**src/rtl/seq_shr_pkg.sv**
```systemverilog
// Shared declarations for the multi-cycle right shifter: FSM state encoding
// and a constant-evaluable ceil(log2) used to size the remaining-count register.
package seq_shr_pkg;

   typedef enum logic [1:0] {
      S_IDLE  = 2'd0,
      S_SHIFT = 2'd1,
      S_DONE  = 2'd2
   } seq_shr_state_e;

   function automatic int clog2(input int value);
      int result;
      result = 0;
      while ((1 << result) < value) result++;
      return result;
   endfunction

endpackage

```
**src/rtl/seq_shr_step.sv**
```systemverilog
// Combinational right shift of DATAWIDTH bits by 0..STEP positions; vacated
// MSBs are loaded from the fill input.
module shr_step #(
   parameter int DATAWIDTH = 32,
   parameter int STEP      = 4,
   parameter int KW        = 3
) (
   input  logic [DATAWIDTH-1:0] data,
   input  logic [KW-1:0]        amt,
   input  logic                 fill,
   output logic [DATAWIDTH-1:0] y
);

   logic [2*DATAWIDTH-1:0] ext;
   logic [2*DATAWIDTH-1:0] shifted;

   // Fill bits sit above the data so a plain logical shift brings them in.
   assign ext     = {{DATAWIDTH{fill}}, data};
   assign shifted = ext >> amt;
   assign y       = shifted[DATAWIDTH-1:0];

endmodule

```
**src/rtl/seq_shr.sv**
```systemverilog
// Multi-cycle right shifter with valid/ready operand and result handshakes.
// Define SEQ_SHR_ARITH_EN for an arithmetic shift; default is logical.
module seq_shr
   import seq_shr_pkg::*;
#(
   parameter int DATAWIDTH = 32,
   parameter int STEP      = 4
) (
   input  logic                 clk,
   input  logic                 rst,
   input  logic                 in_valid,
   output logic                 in_ready,
   input  logic [DATAWIDTH-1:0] a,
   input  logic [DATAWIDTH-1:0] sh_amt,
   output logic                 out_valid,
   input  logic                 out_ready,
   output logic [DATAWIDTH-1:0] d,
   output logic                 busy
);

   // Handshake rule: a transfer happens on a rising edge where valid and ready
   // are both high; valid never depends on ready, and payloads are held until taken.

   localparam int RW = clog2(DATAWIDTH + 1);
   localparam int KW = clog2(STEP + 1);
   localparam logic [DATAWIDTH-1:0] DW_FULL = DATAWIDTH'(DATAWIDTH);

   seq_shr_state_e         state_q, state_n;
   logic [DATAWIDTH-1:0]   data_q;
   logic [DATAWIDTH-1:0]   d_q;
   logic [RW-1:0]          rem_q;
   logic [RW-1:0]          rem_init;
   logic [KW-1:0]          k;
   logic                   fill;
   logic [DATAWIDTH-1:0]   step_y;
   logic                   accept;
   logic                   last_step;

`ifdef SEQ_SHR_ARITH_EN
   logic fill_q;
   always_ff @(posedge clk) begin
      if (rst)         fill_q <= 1'b0;
      else if (accept) fill_q <= a[DATAWIDTH-1];
   end
   assign fill = fill_q;
`else
   assign fill = 1'b0;
`endif

   assign accept    = (state_q == S_IDLE) && in_valid;
   // Saturate against the full sh_amt width so large amounts are not aliased.
   assign rem_init  = (sh_amt >= DW_FULL) ? RW'(DATAWIDTH) : RW'(sh_amt);
   assign k         = (rem_q < RW'(STEP)) ? KW'(rem_q) : KW'(STEP);
   assign last_step = (rem_q == RW'(k));

   shr_step #(
      .DATAWIDTH(DATAWIDTH),
      .STEP     (STEP),
      .KW       (KW)
   ) u_step (
      .data(data_q),
      .amt (k),
      .fill(fill),
      .y   (step_y)
   );

   always_comb begin
      state_n = state_q;
      case (state_q)
         S_IDLE:  if (in_valid) state_n = (rem_init != '0) ? S_SHIFT : S_DONE;
         S_SHIFT: if (last_step) state_n = S_DONE;
         S_DONE:  if (out_ready) state_n = S_IDLE;
         default: state_n = S_IDLE;
      endcase
   end

   always_ff @(posedge clk) begin
      if (rst) state_q <= S_IDLE;
      else     state_q <= state_n;
   end

   // d is written only when the final value is known, so it stays stable in DONE.
   always_ff @(posedge clk) begin
      if (rst) begin
         data_q <= '0;
         rem_q  <= '0;
         d_q    <= '0;
      end else if (accept) begin
         data_q <= a;
         rem_q  <= rem_init;
         if (rem_init == '0) d_q <= a;
      end else if (state_q == S_SHIFT) begin
         data_q <= step_y;
         rem_q  <= rem_q - RW'(k);
         if (last_step) d_q <= step_y;
      end
   end

   assign in_ready  = (state_q == S_IDLE);
   assign out_valid = (state_q == S_DONE);
   assign busy      = (state_q != S_IDLE);
   assign d         = d_q;

endmodule
```
**config.mk**
```make
export PLATFORM = sky130hd
export DESIGN_NAME = seq_shr
export DESIGN_NICKNAME = d
export VERILOG_FILES = /design/src/rtl/seq_shr_pkg.sv /design/src/rtl/seq_shr_step.sv /design/src/rtl/seq_shr.sv
export SDC_FILE = /design/constraint.sdc
export NUM_CORES = 1
export LEC_CHECK = 0
export CORE_MARGIN = 3
export CORE_UTILIZATION = 35
export DETAILED_ROUTE_END_ITERATION = 7
export PLACE_DENSITY_LB_ADDON = 0.05
export SLEW_MARGIN = 15
export SYNTH_ARGS = -nofsm -noshare
export SYNTH_HDL_FRONTEND = slang
export SYNTH_SLANG_ARGS = --single-unit
```
**constraint.sdc**
```tcl
create_clock -name clk -period 6.6 [get_ports clk]
set_input_delay 0.99 -clock clk [delete_from_list [all_inputs] [get_ports clk]]
set_output_delay 0.99 -clock clk [all_outputs]
set_load 0.005 [all_outputs]
```
==> Yosys cells after proc, flatten, opt, wreduce, memory -nomap -nowiden <==
Cells that the tools add are included.
{ "word_totals": {"regBits": 72, "out_inout_bits": 35} }
{ "op_classes": {"add_sub_neg": 1, "order_cmp": 2, "n_eq_ne": 7, "shift": 1, "muxes": 15, "n_reduce_logical": 9} }
{ "op_table": {"columns": ["op", "n"], "rows": [
  ["$mux W32", 6],
  ["$ge A32 B6 Y1 const B", 1],
  ["$shr A32 B3 Y32", 1],
  ["$mux W6", 3],
  ["$mux W2", 4],
  ["$eq A6 B3 Y1", 1],
  ["$logic_not A6 Y1", 1],
  ["$lt A6 B3 Y1 const B", 1],
  ["$pmux W2 S3", 1],
  ["$reduce_and A3 Y1", 2],
  ["$reduce_bool A2 Y1", 3],
  ["$reduce_bool A6 Y1", 1],
  ["$sub A6 B3 Y6", 1],
  ["$ne A2 B1 Y1 const B", 2],
  ["$ne A2 B2 Y1 const B", 2],
  ["$mux W3", 1],
  ["$eq A2 B1 Y1 const B", 1],
  ["$eq A2 B2 Y1 const B", 1],
  ["$logic_not A2 Y1", 1],
  ["$logic_and A1 B1 Y1", 1]
]} }

==> Logic depth before layout (Yosys ltp) <==
{ "logic_depth": {"depth_word": 6, "depth_mapped": 10} }

==> By module <==
From an unflattened synthesis, not the netlist that was laid out.
{ "hier_totals": {"hier_cells": 486, "area_unflattened_um2": 4616.9} }
{ "by_module_without_submodules": {"columns": ["mod", "instances", "cells_each", "area_each_um2", "seq_area_each_um2"], "rows": [
  ["seq_shr", 1, 336, 3329.4, 1441.4],
  ["shr_step", 1, 150, 1287.5, 0.0]
]} }

==> Least setup slack after synthesis <==
OpenSTA, ideal clock, no wires.
{ "synth_timing": {"path_kind": "in2reg", "startpoint": "in sh_amt[0]", "endpoint": "reg d_q[8] (netlist: d[8])", "setup_time_ps": 119, "t_arrival_ps": 2508, "t_required_ps": 6481, "setup_slack_ps": 3973, "path_stages": 7, "path_buffers": 2, "path_cell_list": "or4_4 -> nor3_2 -> or4b_1 -> buf_2 -> buf_6 -> a21oi_2 -> nor2_1"} }
{ "synth_via": {"elab_chain_len": 5} }
{ "synth_lines": {"columns": ["element", "line_no", "rtl"], "rows": [
  ["start, declared", "seq_shr.sv:14", "input logic [DATAWIDTH-1:0] sh_amt,"],
  ["$ge A32 B6 Y1", "seq_shr.sv:52", "assign rem_init = (sh_amt >= DW_FULL) ? RW'(DATAWIDTH) : RW'(sh_amt);"],
  ["$mux W6 (*)", "seq_shr.sv:52", null],
  ["$logic_not A6 Y1 (*)", "seq_shr.sv:91", "if (rem_init == '0) d_q <= a;"],
  ["$ne A2 B1 Y1 (no source line) (*)", null, null],
  ["$reduce_and A3 Y1 (no source line) (*)", null, null],
  ["end signal, assigned", "seq_shr.sv:95", "if (last_step) d_q <= step_y;"],
  ["end, declared", "seq_shr.sv:30", "logic [DATAWIDTH-1:0] d_q;"]
]} }
Every way passes the cells marked *; elsewhere a longest branch is shown, timed or not.
A chain may end at the register's enable or synchronous reset.

==> Final worst setup path <==
{ "layout_timing": {"startpoint": "in sh_amt[8]", "endpoint": "reg d_q[24] (netlist: d[24])"} }
{ "layout_via": {"elab_chain_len": 5} }
{ "layout_lines": {"columns": ["element", "line_no"], "rows": [
  ["$ge A32 B6 Y1", "seq_shr.sv:52"],
  ["$mux W6", "seq_shr.sv:52"],
  ["$logic_not A6 Y1", "seq_shr.sv:91"],
  ["$ne A2 B1 Y1 (no source line)", null],
  ["$reduce_and A3 Y1 (no source line)", null]
]} }
No other way between the ends.

==> impl_metrics.env <==
export IMPL_clock_fmax_mhz=306.7
export IMPL_postRouteAntennaNets=0
export IMPL_finalWirelength_mm=13.51
export IMPL_gp_congestion=0.7738
export IMPL_cp_start_kind="input pin"
export IMPL_r2r_end="d[24]"
export IMPL_crit_type="input pin to flip-flop"
export IMPL_synth_edff_count=0
export IMPL_hp_start="data_q[0]"
export IMPL_layout_commonest_cell="clkdlybuf4s50_1"
export IMPL_ys_ff_latch=72
export IMPL_antenna_cells=0
export IMPL_vias_per_cell=5.774
export IMPL_report_final_slew_viol_count=0
export IMPL_finalCritPeriodShare_pct=49.40
export IMPL_rsz0062_at_grt="false"
export IMPL_cts_sinks=72
export IMPL_hold_depth=2
export IMPL_die_h_um=115.2
export IMPL_design_area_sq_um=5572
export IMPL_ctsHoldBuffers=0
export IMPL_first_global_vias=4139
export IMPL_endpoint_kind="flip-flop"
export IMPL_pin_count=103
export IMPL_grt_max_degree=48
export IMPL_r2r_slack_ns=3.97
export IMPL_utilization_pct=48.38
export IMPL_die_w_um=115.2
export IMPL_ff2ff_path_depth=7
export IMPL_dr_pass1_iters=4
export IMPL_whs_ns=0.4582
export IMPL_cp_max_fo=18
export IMPL_synth_nets=562
export IMPL_hold_class="flip-flop to flip-flop"
export IMPL_clockBufferDepth=2
export IMPL_cts_resized=0
export IMPL_core_area_sq_um=11520
export IMPL_vias=4146
export IMPL_cts_clk_slew_worst_paths_ns=0.06
export IMPL_track_usage_pct=20.69
export IMPL_clock_skew_ns=0.007996
export IMPL_tns_ns=0
export IMPL_ys_flop_type="dfxtp_1"
export IMPL_worst_pin_slew_ns=1.019
export IMPL_rows=39
export IMPL_dpl_hpwl_mm=9.065
export IMPL_final_setup_viol_count=0
export IMPL_numCtsBuffers=9
export IMPL_insertion_delay_ns=0.33
export IMPL_drt_wirelength_per_cell_um=18.82
export IMPL_cts_tree="done"
export IMPL_fin_total_pwr_mw=1.493
export IMPL_synth_cell_types=57
export IMPL_outcome="finished, final reports clean"
export IMPL_synth_area_per_cell_sq_um=8.459
export IMPL_layout_nets=639
export IMPL_powerDensity_nw_per_um2=268.0
export IMPL_port_buffers=102
export IMPL_post_cts_buffers=0
export IMPL_cp_required_ns=6.81
export IMPL_grt_pass1_wl_mm=21.90
export IMPL_drive_gt1_share_pct=10.78
export IMPL_yosys_warnings=0
export IMPL_start_util_pct=36.21
export IMPL_layout_min_cycle_time_ns=3.260
export IMPL_gr_total_overflow=0
export IMPL_max_cap_viol_count=0
export IMPL_layout_common_cells="clkdlybuf4s50_1 (102), nand2_1 (74), a21oi_1 (71), dfxtp_1 (71), nor2_1 (37)"
export IMPL_htree_levels=3
export IMPL_dpl_instance_area_sq_um=5263
export IMPL_root_buffer="clkbuf_16"
export IMPL_critPathArrivalTime_ns=3.47
export IMPL_fillers=1158
export IMPL_area_growth_pct=33.60
export IMPL_r2r_start="state_q[0]"
export IMPL_yosysSeqAreaShare_pct=34.56
export IMPL_antenna_found_initial=0
export IMPL_drc_errors=0
export IMPL_syn_inst=493
export IMPL_hold_end="data_q[0]"
export IMPL_slew_headroom_pct=31.79
export IMPL_drtIter0Drc=250
export IMPL_finalHoldViolations=0
export IMPL_async_flop_share_pct=0
export IMPL_dieArea_sq_um=13260
export IMPL_netlist_area_sq_um=4170
export IMPL_leakage_nw=1.913
export IMPL_vdd_drop_max_mv=0.1145
## layout make-up
type	instances	area (sq um)	share of cell area, %
Clock buffer	12	256.5	4.604
Clock inverter	4	52.55	0.9432
Timing Repair Buffer	114	1111	19.94
Multi-Input combinational cell	370	2519	45.21
Tap cell	143	178.9	3.211
Sequential cell	72	1443	25.89
Inverter	3	11.26	0.2021
## registers in the layout, indices dropped and copies added (netlist names)
signal,flops
d,32
data_q,32
rem_q,6
state_q,2
## worst max-delay path by stage
stage	from	end	slack [ns]	depth (start not counted)
after floorplan	sh_amt[0]	d[8]	3.97	7
after global routing	sh_amt[18]	d[17]	3.07	7
after detailed placement	sh_amt[8]	d[16]	2.96	7
after global placement	sh_amt[0]	d[24]	3.03	7
after CTS	sh_amt[8]	d[16]	3.30	7
final	sh_amt[8]	d[24]	3.34	7
## through the flow
| stage | worst slack (ns) | cells |
|---|---|---|
| 6_report | 3.340 | 718 |
| 4_1_cts | 3.299 | 718 |
| 3_5_place_dp | 2.959 | 702 |
| 5_1_grt | 3.071 | 718 |
| 3_3_place_gp | 3.030 | 702 |
| 2_1_floorplan | 3.973 | 493 |
## report_power, final
| group | switching, mW | internal [mW] |
|---|---|---|
| registers | 0.0664 | 0.490 |
| logic | 0.225 | 0.211 |
| clock network | 0.186 | 0.314 |
| total | 0.478 | 1.02 |
## cells by family (layout without fill, tap and decap cells)
logic type,count (synthesis),after routing,synth area share (%)
buf+inv,51,133,5.340
other cells,1,1,0.08992
fa+ha+maj,1,1,0.3000
simple gates,167,167,19.11
flops,72,72,34.56
mux,35,35,15.00
compound gates,166,166,25.59
## worst max-delay path: stages
cell	delay [ns]
clkdlybuf4s50_1	0.41
nor4_1	0.32
nand4_1	0.30
nor4b_4	0.98
nor3_1	0.09
buf_4	0.24
o2bb2ai_1	0.14
## synth_stat cells (2+ instances only)
cell | count | share of area, %
nor4b_1 | 2 | 0.42
nand2_1 | 74 | 6.7
nor3_1 | 11 | 1.3
a21oi_1 | 71 | 8.5
nand3_1 | 13 | 1.6
o311ai_1 | 2 | 0.42
nand2b_1 | 6 | 0.90
nor2b_1 | 2 | 0.30
dfxtp_1 | 72 | 35
nor2_1 | 38 | 3.4
or2_2 | 2 | 0.30
o22ai_1 | 3 | 0.45
o41ai_1 | 4 | 0.84
mux4_2 | 22 | 12
buf_1 | 4 | 0.36
mux2i_1 | 13 | 3.1
o311a_1 | 2 | 0.48
a22oi_1 | 2 | 0.36
a221oi_1 | 2 | 0.42
buf_6 | 2 | 0.54
o21ai_0 | 21 | 2.5
inv_1 | 3 | 0.27
o211ai_1 | 14 | 2.5
o31ai_1 | 6 | 1.1
o2bb2ai_1 | 16 | 3.4
clkbuf_1 | 31 | 2.8
nor4_1 | 7 | 1.1
buf_2 | 10 | 1.2
a211oi_1 | 10 | 1.8
## layer usage
metal  vias to the layer above  wire, um  track usage (%)
met4                         0       148            5.164
li1                       2003         -                -
met1                      1951      5915            28.51
met2                       178      6332            33.56
met3                        14      1115            3.895
met5                         -         0                0
No activity file was read; power rests on OpenSTA's default activity.
